--- config.mk ---
export PLATFORM = sky130hd
export DESIGN_NAME = multibyte_compare_seq
export DESIGN_NICKNAME = d
export VERILOG_FILES = /design/src/rtl/alu_cmp_pkg.sv /design/src/rtl/byte_compare_behavioral.sv /design/src/rtl/multibyte_compare_seq.sv
export SDC_FILE = /design/constraint.sdc
export NUM_CORES = 1
export LEC_CHECK = 0
export CORE_AREA = 2 2 91 93
export CTS_CLUSTER_DIAMETER = 50
export DETAILED_ROUTE_END_ITERATION = 10
export DIE_AREA = 0 0 93 95
export GPL_TIMING_DRIVEN = 0
export HOLD_SLACK_MARGIN = 0.03
export PLACE_DENSITY_LB_ADDON = 0.2
export SYNTH_ARGS = -nofsm -noshare
export SYNTH_HDL_FRONTEND = slang
export SYNTH_SLANG_ARGS = --single-unit
--- constraint.sdc ---
create_clock -name clk -period 4.11 [get_ports clk]
set_clock_uncertainty 0.05 [all_clocks]
set_input_delay 0.822 -clock clk [delete_from_list [all_inputs] [get_ports clk]]
set_output_delay 0.822 -clock clk [all_outputs]
set_load 0.005 [all_outputs]
--- src/rtl/alu_cmp_pkg.sv ---
// Shared definitions for the ALU compare path: FSM state encoding and the
// {greater, equal, less} flag vector produced by the byte comparator.
package alu_cmp_pkg;

  typedef enum logic [1:0] {
    IDLE = 2'd0,
    CMP  = 2'd1,
    DONE = 2'd2
  } state_t;

  typedef struct packed {
    logic greater;
    logic equal;
    logic less;
  } cmp_flags_t;

  localparam cmp_flags_t FLAGS_NONE  = '0;
  localparam cmp_flags_t FLAGS_EQUAL = '{greater: 1'b0, equal: 1'b1, less: 1'b0};

endpackage

--- src/rtl/byte_compare_behavioral.sv ---
// Unsigned 8-bit magnitude comparator; exactly one output flag is high.
module byte_compare_behavioral
  import alu_cmp_pkg::*;
(
  input  logic [7:0] a,
  input  logic [7:0] b,
  output cmp_flags_t flags
);

  always_comb begin
    flags         = FLAGS_NONE;
    flags.greater = (a > b);
    flags.equal   = (a == b);
    flags.less    = (a < b);
  end

endmodule

--- src/rtl/multibyte_compare_seq.sv ---
// Sequential N-byte magnitude comparator: walks operands MSB-first through one
// shared byte comparator and stops at the first differing byte.
module multibyte_compare_seq
  import alu_cmp_pkg::*;
#(
  parameter int N_BYTES = 4,
  parameter int IDX_W   = (N_BYTES > 1) ? $clog2(N_BYTES) : 1,
  parameter int CNT_W   = $clog2(N_BYTES + 1)
) (
  input  logic                 clk,
  input  logic                 rst_n,
  input  logic                 start,
  input  logic                 cmp_signed,
  input  logic [8*N_BYTES-1:0] a_in,
  input  logic [8*N_BYTES-1:0] b_in,
  output logic                 busy,
  output logic                 done,
  output logic                 equal,
  output logic                 greater,
  output logic                 less,
  output logic [CNT_W-1:0]     bytes_used
);

  // Handshake: start is only sampled in IDLE (busy=0); start while busy is
  // dropped, not queued. done is a one-cycle pulse in DONE, and the flags plus
  // bytes_used stay valid from then until the next accepted start.

  localparam logic [IDX_W-1:0] TOP_IDX = IDX_W'(N_BYTES - 1);

  state_t               state, state_d;
  logic [8*N_BYTES-1:0] a_q, b_q;
  logic                 sgn_q;
  logic [IDX_W-1:0]     idx;
  cmp_flags_t           res_q;
  cmp_flags_t           cmp;
  logic [7:0]           a_byte, b_byte;
  logic [7:0]           a_cmp, b_cmp;
  logic                 top_byte, last_byte, bias;

  assign top_byte  = (idx == TOP_IDX);
  assign last_byte = (idx == '0);
  // Flipping bit 7 of the top byte maps two's-complement order onto unsigned order.
  assign bias      = sgn_q && top_byte;

  always_comb begin
    a_byte = '0;
    b_byte = '0;
    for (int i = 0; i < N_BYTES; i++) begin
      if (idx == IDX_W'(i)) begin
        a_byte = a_q[8*i +: 8];
        b_byte = b_q[8*i +: 8];
      end
    end
  end

  assign a_cmp = {a_byte[7] ^ bias, a_byte[6:0]};
  assign b_cmp = {b_byte[7] ^ bias, b_byte[6:0]};

  byte_compare_behavioral u_byte_cmp (
    .a     (a_cmp),
    .b     (b_cmp),
    .flags (cmp)
  );

  always_ff @(posedge clk or negedge rst_n) begin
    if (!rst_n) state <= IDLE;
    else        state <= state_d;
  end

  always_comb begin
    state_d = state;
    case (state)
      IDLE:    if (start) state_d = CMP;
      CMP:     if (!cmp.equal || last_byte) state_d = DONE;
      DONE:    state_d = IDLE;
      default: state_d = IDLE;
    endcase
  end

  always_ff @(posedge clk or negedge rst_n) begin
    if (!rst_n) begin
      a_q        <= '0;
      b_q        <= '0;
      sgn_q      <= 1'b0;
      idx        <= '0;
      res_q      <= FLAGS_NONE;
      bytes_used <= '0;
    end else begin
      case (state)
        IDLE: begin
          if (start) begin
            a_q        <= a_in;
            b_q        <= b_in;
            sgn_q      <= cmp_signed;
            idx        <= TOP_IDX;
            res_q      <= FLAGS_NONE;
            bytes_used <= '0;
          end
        end
        CMP: begin
          bytes_used <= bytes_used + CNT_W'(1);
          if (!cmp.equal) begin
            res_q <= '{greater: cmp.greater, equal: 1'b0, less: cmp.less};
          end else if (last_byte) begin
            res_q <= FLAGS_EQUAL;
          end else begin
            idx <= idx - IDX_W'(1);
          end
        end
        default: ;
      endcase
    end
  end

  assign busy    = (state != IDLE);
  assign done    = (state == DONE);
  assign greater = res_q.greater;
  assign equal   = res_q.equal;
  assign less    = res_q.less;

endmodule

==> results.cfg, run 1 <==
[routing]
drt_iter0_markers = 138
routed_wl_um = 8980
vias = 3134
firstDrtPassIters = 4
final_antenna_net_count = 0
wl_per_cell_um = 14.3
drt-vias-per-instance = 5.01
drc = 0

[clock_tree]
cts_buffer_depth = 2
clock_sinks = 75
htreeDepth = 3
root_buffer = clkbuf_8
cts_resized = 0
postCtsHoldBufs = 0
cts_tree = done
post_cts_buffers = 0
cts_buffers = 9
path_clk_slew_ns = 0.08
clock_latency_ns = 0.35

[global_route]
antenna_found_initial = 0
overflow = 0
grt_util_all_layers_pct = 22.1
grt_max_degree = 42
first_global_vias = 3140
grt_pass1_wl_um = 14900

[critical_path]
max_stage_delay_ns = 0.42
cpLargestDelayFamily = simple AND/OR/NAND/NOR gates
worst_setup_path_start_kind = flop
worst-setup-path-type = reg2reg
arrival_ns = 3.14
cp_num_buf_inv = 1
slowest_stage = dfrtp_1
crit_chain = inv_1 -> ha_1 -> nor2b_4 -> a221o_2 -> a21oi_1 -> a21oi_1 -> ha_1 -> nand4_1 -> nor3_2 -> nand2_1 -> mux2i_1
endpoint_kind = flop
cp_max_fo = 7
crit_required_ns = 4.29

[final_layout]
insertedDiodeCount = 0
instances_no_fill = 626
final_cell_mix = nand2_1 (215), dfrtp_1 (75), clkdlybuf4s50_1 (74), nor2b_1 (17), ha_1 (13)
drive_gt1_share_pct = 11.1
final_core_utilization_pct = 62.4
nets = 597
mostFrequentLayoutCell = nand2_1
syn2layout_area_growth_pct = 30.6

[die]
io_pins = 76
die_area_um2 = 8840
die_w_um = 93
die_h_um = 95
start_util_pct = 47.7
core-area_um2 = 7930
floorplan.rows = 33

[yosys]
synth_warnings = 0
ys_types = 38
synth_edf_count = 0
ys_seq_elements = 75
ys.flop_type = dfrtp_1
synth_fp_nets = 510
syn-instance-count = 429
yosysSeqAreaShare_pct = 49.6
syn_area_um2 = 3780
syn_avg_cell_area_um2 = 8.82
async_flop_share_pct = 100

[sta]
rsz0062_at_grt = no
hold_slack_ns = 0.365
timing.final.crit_period_ns = 2.96
final_max_slew_viol_count = 0
tightest_slew_ns = 0.484
setup_viol = 0
fin_crit_sh_pct = 71.9
fin_ws_ns = 1.15
hold_viol_final = 0
clock.fmax_mhz = 338
relSlewSlack_pct = 67.8

[placement]
dp.cells = 610
dp_slack_ns = 1.19
portBuffers = 75
gp_congestion = 0.892
dp.final_hpwl_um = 6720

[worst_hold_path]
hp-class = in2async

[power]
p_leak_nw = 2.41
p_total_mw = 2.85
ir_drop_mv = 0.209
cellPowerDensity_nw_per_um2 = 577

[flow_run]
drv_cap = 0

[status]
status = finished clean
worst reg2reg max path: cells and delay by family, from the launching register on:
kind,cells,cell delay (ns)
buf+inv,1,0.08
mux,1,0.16
compound gates,3,0.63
simple gates,4,0.80
flops,1,0.42
fa+ha+maj,2,0.70
kinds of logic (layout without fill, tap and decap cells):
group	Yosys count	count (layout)	share of synthesized area, %
mux	2	2	0.529
xor+xnor	3	3	0.694
fa+ha+maj	13	13	4.30
compound gates	50	50	11.6
simple gates	259	259	28.7
buf+inv	27	119	4.60
flops	75	75	49.6
Yosys cell counts (2+ instances only):
| cell type | n | share of area (%) |
|---|---|---|
| ha_1 | 13 | 4.3 |
| nand2_1 | 215 | 21 |
| dfrtp_1 | 75 | 50 |
| mux2i_1 | 2 | 0.53 |
| nand2b_1 | 2 | 0.33 |
| clkbuf_1 | 9 | 0.89 |
| nor3_2 | 4 | 1.1 |
| buf_12 | 2 | 1.1 |
| a22oi_1 | 2 | 0.40 |
| buf_6 | 3 | 0.89 |
| buf_2 | 8 | 1.1 |
| o31ai_2 | 5 | 1.7 |
| nand3_1 | 2 | 0.26 |
| inv_1 | 3 | 0.30 |
| xnor2_1 | 2 | 0.46 |
| nor3_1 | 4 | 0.53 |
| o21ai_0 | 10 | 1.3 |
| a221oi_2 | 11 | 4.4 |
| nand4_1 | 2 | 0.33 |
| nor2b_1 | 17 | 2.8 |
| a21oi_1 | 12 | 1.6 |
| a21oi_2 | 3 | 0.69 |
| nand3b_1 | 2 | 0.40 |
| nor2_1 | 7 | 0.69 |
routing by layer:
layer  track usage [%]  up-vias  wire [um]
li1                  -     1565          -
met2              34.8       86       4010
met4              10.2        0        248
met5                 0        -          0
met1              30.1     1463       4360
met3              3.59       20        351
flip-flops by register name, indices dropped and copies added (netlist names):
name / flops
a_q: 32
b_q: 32
bytes_used: 3
equal: 1
greater: 1
idx: 2
less: 1
sgn_q: 1
state: 2
metrics by stage:
stage / setup TNS (ns) / cell area, um2
final: 0 / 4940
after global routing: 0 / 4940
after CTS: 0 / 4940
after detailed placement: 0 / 4680
after global placement: -26.14 / 4670
after floorplan: 0 / 3780
area by class of cell:
type / count / area, um2
fillers: 702 / 2980
repair buffers: 76 / 768
clock buffers: 12 / 165
flip-flops and latches: 75 / 1880
plain buffers: 24 / 163
clock inverters: 4 / 95.1
inverters: 3 / 11.3
well taps: 105 / 131
multi-input cells: 327 / 1730
path summary, 6_finish.rpt:
check	from	to	slack (ns)	cells after the start
max in group asynchronous	rst_n	b_q[4]	3.08	2
hold reg to reg	a_q[0]	a_q[0]	0.42	2
setup / recovery	idx[0]	idx[0]	1.15	11
setup reg to reg	idx[0]	idx[0]	1.15	11
min in group clk	a_q[0]	a_q[0]	0.42	2
hold / removal	rst_n	bytes_used[2]	0.37	1
report_power, final:
| group | internal (mW) | total [mW] | switching [mW] |
|---|---|---|---|
| sequential | 1.02 | 1.22 | 0.201 |
| combinational | 0.409 | 0.907 | 0.498 |
| clock | 0.452 | 0.724 | 0.272 |
Note: power is estimated with default switching activity, not from simulation.
==> run 2, diff against run 1 <==
- CORE_AREA: 2 2 91 93 -> 2 2 93 95
- DIE_AREA: 0 0 93 95 -> 0 0 95 97
- clock period: 4.11 -> 2.4 ns (I/O delays scaled with it)
==> results.cfg, run 2 (synthesis results as in run 1) <==
[power]
p_total_mw = 4.77
ir_drop_mv = 0.442
cellPowerDensity_nw_per_um2 = 920
p_leak_nw = 2.48

[clock_tree]
cts_tree = done
path_clk_slew_ns = 0.08
root_buffer = clkbuf_8
clock_sinks = 75
htreeDepth = 3
clock_latency_ns = 0.36
cts_buffers = 9
cts_buffer_depth = 2

[worst_hold_path]
hold_path_startpoint = a_q[0]
hp-class = reg2reg

[final_layout]
nets = 613
seq_area_um2 = 1880
nFillCells = 660
final_cell_mix = nand2_1 (214), dfrtp_1 (74), clkdlybuf4s50_1 (74), nor2b_1 (17), buf_4 (16)
insertedDiodeCount = 0
mostFrequentLayoutCell = nand2_1
final_cell_area_um2 = 5180
reg_top3 = a_q (32), b_q (32), bytes_used (3)
instances_no_fill = 642
multi_input_area_um2 = 1850
syn2layout_area_growth_pct = 37.0
drive_gt1_share_pct = 16.8

[critical_path]
worst-setup-path-type = reg2reg
cp_max_fo = 6
r2r_cells = 12
endpoint = greater
reg2reg_slack_ns = -0.20
crit_required_ns = 2.58
worst_setup_path_start_kind = flop
endpoint_kind = flop
arrival_ns = 2.78
cp-startpoint = idx[0]
reg2reg_to = greater
reg2reg_from = idx[0]

[status]
failed_checks = setup timing
status = complete, but fails checks

[routing]
final_antenna_net_count = 0
routed_wl_um = 9510
drt_iter0_markers = 142
firstDrtPassIters = 4
drt-vias-per-instance = 5.03
wl_per_cell_um = 14.8
vias = 3231
drc = 0

[die]
floorplan.rows = 33
core-area_um2 = 8130
die_area_um2 = 9220
start_util_pct = 46.5
io_pins = 76
die_h_um = 97
die_w_um = 95

[sta]
setup_viol = 6
relSlewSlack_pct = 64.6
final_max_slew_viol_count = 0
tightest_slew_ns = 0.531
timing.final.crit_period_ns = 2.60
clock.fmax_mhz = 384
rsz0062_at_grt = yes
fin_crit_sh_pct = 108
hold_viol_final = 0
fin_ws_ns = -0.203

[placement]
dp.cells = 610
dp.final_hpwl_um = 6810
postPlaceCellArea_um2 = 4700
portBuffers = 75
gp_congestion = 0.893

[global_route]
grt_util_all_layers_pct = 21.9
overflow = 0
grt_max_degree = 45
grtUsageMet3_pct = 6.46
use_met1_pct = 29.2
first_global_vias = 3225
grtUsageMet2_pct = 34.4
antenna_found_initial = 0
grt_pass1_wl_um = 15500
top_usage_layer = met2

[flow_run]
drv_cap = 0
==> run 2: cell count changes in the layout (fill, tap and decap cells not counted), sizes merged <==
cell and delta:
buf +14, bufinv -2, clkinvlp +1, clkinv +2, dlygate4sd3 +1
==> run 2: repair_timing <==
| action | in CTS | in global routing |
|---|---|---|
| cloned | 1 | 1 |
| pin swaps | 4 | 7 |
| hold endpoints to repair | 31 | 0 |
| hold buffers | 1 | 0 |
| resized for setup | 20 | 13 |
| endpoints found under the setup margin | 7 | 7 |
| setup buffers | 10 | 3 |
==> run 2: cell type report <==
cell class | instances | share of cell area [%]
Tap cell | 105 | 2.53
Buffer | 24 | 3.62
Timing Repair Buffer | 92 | 17.9
Inverter | 3 | 0.217
Multi-Input combinational cell | 327 | 35.8
Sequential cell | 75 | 36.2
Clock inverter | 5 | 1.01
Clock buffer | 11 | 2.73
==> run 2: per-stage QoR <==
| stage | hold slack (ns) | setup slack (ns) | setup TNS (ns) | utilization [%] |
|---|---|---|---|---|
| floorplan | 0.134 | 0.0193 | 0 | - |
| global placement | 0.403 | -1.76 | -132.62 | 57.6 |
| detailed placement | 0.393 | -0.337 | -1.38 | 57.8 |
| CTS | 0.430 | -0.132 | -0.586 | 62.5 |
| global route | 0.443 | -0.386 | -2.16 | 63.7 |
| finish | 0.424 | -0.203 | -0.875 | 63.7 |
==> run 2: worst min path at each step <==
| stage | to | cells past startpoint |
|---|---|---|
| 3_3_place_gp | b_q[1] | 2 |
| 2_1_floorplan | a_q[0] | 0 |
| 6_report | a_q[0] | 2 |
| 4_1_cts | a_q[0] | 2 |
| 5_1_grt | a_q[0] | 2 |
| 3_5_place_dp | a_q[17] | 1 |
==> run 2: worst max-delay path: stages, from the launching register on <==
cell,delay [ns]
dfrtp_2,0.46
ha_4,0.20
buf_8,0.14
buf_12,0.13
a221oi_2,0.36
nor3_2,0.09
a21oi_2,0.15
ha_1,0.27
nand4_1,0.17
nor3_2,0.07
buf_4,0.14
o211ai_1,0.16
nand3_1,0.09
==> run 2: per-layer routing <==
layer	vias to the layer above	routed length, um
met1	1535	4170
li1	1598	-
met3	15	541
met5	-	0
met2	83	4640
met4	0	161
==> run 2: power by group <==
part           leakage [nW]  internal (mW)  total, mW  switching, mW
Clock                0.0991          0.503      0.964          0.461
Sequential            0.924           1.75       2.11          0.366
Combinational          1.46          0.802       1.69          0.893
==> run 3, diff against run 2 <==
==> constraint.sdc (replaced) <==
create_clock -name clk -period 2.4 [get_ports clk]
set_clock_uncertainty 0.05 [all_clocks]
set_input_delay 0.48 -clock clk [delete_from_list [all_inputs] [get_ports clk]]
set_output_delay 0.48 -clock clk [all_outputs]
set_load 0.02 [all_outputs]
==> results of run 3 <==
The final DEF is identical to that of run 2. Status: complete, but fails checks: setup timing.
Among the figures that moved: total power 4.77 mW -> 4.82 mW
==> patch 1, RTL diff (config.mk and constraints of run 2) <==
`N_BYTES`: 4 -> 2.
--- a/src/rtl/multibyte_compare_seq.sv
+++ b/src/rtl/multibyte_compare_seq.sv
@@ -3,7 +3,7 @@
 module multibyte_compare_seq
   import alu_cmp_pkg::*;
 #(
-  parameter int N_BYTES = 4,
+  parameter int N_BYTES = 2,
   parameter int IDX_W   = (N_BYTES > 1) ? $clog2(N_BYTES) : 1,
   parameter int CNT_W   = $clog2(N_BYTES + 1)
 ) (
Ports: changed (resized a_in, b_in and bytes_used); port bits go from 76 to 43. The function was not compared with the original's and may differ.
==> patch 1 against run 2 <==
  * Sequential cell count decreased by 34
  * Power decreased by 47%
  * Hold slack got worse by 0.39 ns
  * Core utilization decreased by 30 points
  * Clock power decreased by 54%
  * Fmax increased by 16%
  * Routed wire length decreased by 55%
  * Global-route usage decreased by 12 points
  * Design area decreased by 47%
  * Critical endpoint unchanged
  * Synthesized area decreased by 44%
  * Worst setup slack improved by 0.36 ns
==> patch 1: results (changes against run 2) <==
[timing]
whs_ns = 0.03315  ; -0.3905 ns
post-route-period-util_pct = 93.57  ; -15 points

[logic_synthesis]
synth_cell_type_count = 30  ; -21%
synthMuxAreaShare_pct = 30.43  ; +30 points
synthXorXnorAreaFrac_pct = 0.8289  ; +0.13 points
yosysSeqAreaShare_pct = 48.55  ; -1.0 points
synthAdderAreaFrac_pct = 4.737  ; +0.44 points
synthTopCellsByCount = dfrtp_1 (41), mux2_4 (30), mux2_2 (10), ha_1 (8), mux2i_1 (8)
ys_top_cells_by_area = dfrtp_1 (49%), mux2_4 (21%), mux2_2 (5.3%), ha_1 (4.7%), mux2i_1 (3.8%)
synthCells = 147  ; -66%
synth_compound_area_share_pct = 5.980  ; -5.7 points
yosysTopAreaCellShare_pct = 48.55  ; -1.0 points
syn-num-nets = 191  ; -63%

[worst_hold_path]
hp-class = in2async

[final_layout]
antenna_cells = 0  ; unchanged
drive_gt1_share_pct = 30.81  ; +14 points
fin_nets = 241  ; -61%
top_regs = a_q x16, b_q x16

[pwr]
p_seq_share_pct = 42.2  ; -2.1 points
clkPwrFrac_pct = 17.4  ; -2.8 points
p_clk_uw = 439  ; -54%
power_leakage_nw = 1.240  ; -50%
swShare_pct = 30.28  ; -5.8 points
ir_drop_mv = 0.2252  ; -49%

[global_route]
grt_max_degree = 28  ; -38%
grt_use_met2_pct = 15.06  ; -19 points
grt_use_met3_pct = 2.882  ; -3.6 points
globalRouteMet1Util_pct = 13.57  ; -16 points
grt_usage_pct = 10.05  ; -12 points
grt_pass1_vias = 1371  ; -57%

[critical_path]
cp.arrival_ns = 2.43  ; -0.35 ns
r2r.worst_path.cells = 7  ; -5
critical_path.max_fanout = 10  ; +4
rrSetupSlack_ns = 0.15  ; +0.36 ns
crit_start = idx
critPathTopFamily = simple AND/OR/NAND/NOR gates

[place]
place.gp.congestion = 0.7171  ; -20%
dp_hpwl_mm = 3.193  ; -53%
dpl_worst_slack_ns = -0.05413  ; +0.2832 ns
place_area_mm2 = 0.002680  ; -43%
dp_cells = 295  ; -52%
port_buffers = 42  ; -44%

[routing]
wl_met1_mm = 2.090  ; -50%
drtIter0Drc = 42  ; -70%
totalWireLength_mm = 4.245  ; -55%
maxUsedRoutingLayer = met4
wl_per_cell_um = 14.01  ; -5.5%
met2_length_mm = 1.854  ; -60%
wl_met3_um = 223  ; -59%
routed_via_density = 4.254  ; -15%

[clocking]
cts_resized = 2  ; -90%
clk-insertion-delay-late_ns = 0.30  ; -0.06 ns
h-tree-depth = 2  ; -1
cts_buffers = 5  ; -4

[status]
outcome = completed

patch 1: changes by cell type after synthesis, moves of 6 or more:
cell / change
clkbuf_1: -9
a221oi_2: -11
mux2_4: +30
nand2_1: -208
a21oi_1: -6
dfrtp_1: -34
buf_2: -6
mux2_2: +10
nor2b_1: -16
mux2i_1: +6
patch 1: cell type report:
type	count	area, um2
buffer	6	77.57
clock buffer	6	72.57
clock inverter	2	10.01
fill	792	5364
inverter	1	3.754
multi-input combinational	99	1012
sequential	41	1027
tap	105	131.4
timing repair buffer	43	435.4
patch 1: worst register-to-register path: cells and delay by family, from the launching register on:
kind | cells | cell delay (ns)
muxes | 1 | 0.36
buffers and inverters | 1 | 0.23
DFF | 1 | 0.41
adders and majority gates | 1 | 0.33
and+or+nand+nor | 4 | 0.82
==> patch 2, RTL diff (settings of run 2) <==
Made on the original files. Re-encode `state_t` (3 states) as one-hot, 3 bits wide.
--- a/src/rtl/alu_cmp_pkg.sv
+++ b/src/rtl/alu_cmp_pkg.sv
@@ -2,10 +2,10 @@
 // {greater, equal, less} flag vector produced by the byte comparator.
 package alu_cmp_pkg;
 
-  typedef enum logic [1:0] {
-    IDLE = 2'd0,
-    CMP  = 2'd1,
-    DONE = 2'd2
+  typedef enum logic [2:0] {
+    IDLE = 3'b001,
+    CMP  = 3'b010,
+    DONE = 3'b100
   } state_t;
 
   typedef struct packed {
Function: same outputs for any inputs over 10 cycles, from zero or initial values and one cycle with rst_n low; not proved beyond that.
==> patch 2 against run 2 <==
  * Core utilization fell by 0.98 points
  * The run still ends with negative setup slack left
  * Sequential cell count up 1
  * Design area shrank 1.5%
  * Clock power shrank 9.4%
  * Routed wire length increased by 0.14%
  * Worst setup slack worse by 0.16 ns
  * Power up 11%
  * Largest cell class unchanged
  * Synthesized area shrank 4.1%
  * Hold slack improved by 0.0062 ns
==> patch 2: results (changes against run 2) <==
[final_layout]
n_fill_cell = 707  ; +7.1%
top_regs = a_q x32, b_q x32

[status]
outcome = complete, but fails checks
failed_checks = negative setup slack

[clocking]
post-cts-setup-buffer-count = 14  ; +4
cts_resized = 23  ; +15%

[routing]
drtIter0Drc = 207  ; +46%
dr.pass1.iters = 5  ; +1
routed_via_density = 5.031  ; about the same
totalWireLength_mm = 9.526  ; +0.14%
via_count = 3220  ; -0.34%

[logic_synthesis]
syn-num-nets = 506  ; -0.78%
synthTopCellsByCount = nand2_1 (213), dfrtp_1 (75), nor2b_1 (15)
synthAdderAreaFrac_pct = 4.480  ; +0.18 points
synthXorXnorAreaFrac_pct = 0.4824  ; -0.21 points
synthMuxAreaShare_pct = 0.2757  ; -0.25 points
ys_top_cells_by_area = dfrtp_1 (52%), nand2_1 (22%), ha_1 (4.5%), a221oi_1 (3.1%), nor2b_1 (2.6%)
synth_compound_area_share_pct = 9.338  ; -2.3 points
syn_area_per_cell_um2 = 8.543  ; -3.2%

[timing]
fin_ws_ns = -0.3616  ; -0.1582 ns
whs_ns = 0.4299  ; +0.006199 ns
setup_viol = 7  ; +1
fin_setup_tns_ns = -2.125  ; -1.250 ns
worst_slew_pin_slew_ns = 0.8885  ; +0.3576 ns

[critical_path]
cp.arrival_ns = 2.99  ; +0.21 ns
critical_path.max_fanout = 5  ; -1

[place]
dp_hpwl_mm = 6.676  ; -2.0%

[pwr]
ir_drop_mv = 0.4144  ; -6.2%

patch 2: cell count changes after synthesis, sizes merged, moves of 3 or more:
cell    delta
nor2       -5
nand3      +4
o31ai      +4
clkbuf     +3
nor2b      -3
or2        +3
patch 2: power by group through the flow:
stage	Combinational, mW	Clock [mW]	Sequential [mW]
2_1_floorplan	1.31	0	2.12
3_3_place_gp	1.78	0	2.25
3_5_place_dp	1.86	0	2.26
4_1_cts	2.03	0.882	2.28
5_1_grt	2.40	0.931	2.36
6_report	2.13	0.873	2.30
patch 2: routing by layer:
| layer | vias up | GRT usage, % | wire length (um) |
|---|---|---|---|
| met3 | 19 | 3.583 | 550 |
| met2 | 96 | 33.44 | 4594 |
| met1 | 1504 | 28.22 | 4118 |
| li1 | 1601 | - | - |
| met5 | - | 0 | 0 |
| met4 | 0 | 7.581 | 263 |
patch 2: path summary, 6_finish.rpt:
kind	startpoint	endpoint	cells after the start
min in group asynchronous	rst_n	bytes_used[1]	2
worst max register to register	idx[0]	greater	13
max in group asynchronous	rst_n	state[0]	3
worst min-delay path	a_q[17]	a_q[17]	2
worst min register to register	a_q[17]	a_q[17]	2
worst max-delay path	idx[0]	greater	13
patch 2: final cells by class:
| cell class | count | area [um2] | share of cell area (%) |
|---|---|---|---|
| inverter | 4 | 15.01 | 0.2941 |
| buffer | 24 | 150.1 | 2.941 |
| clock buffer | 14 | 162.7 | 3.186 |
| multi-input combinational | 320 | 1773 | 34.73 |
| timing repair buffer | 95 | 958.4 | 18.77 |
| tap | 105 | 131.4 | 2.574 |
| clock inverter | 2 | 10.01 | 0.1961 |
| sequential | 76 | 1904 | 37.30 |
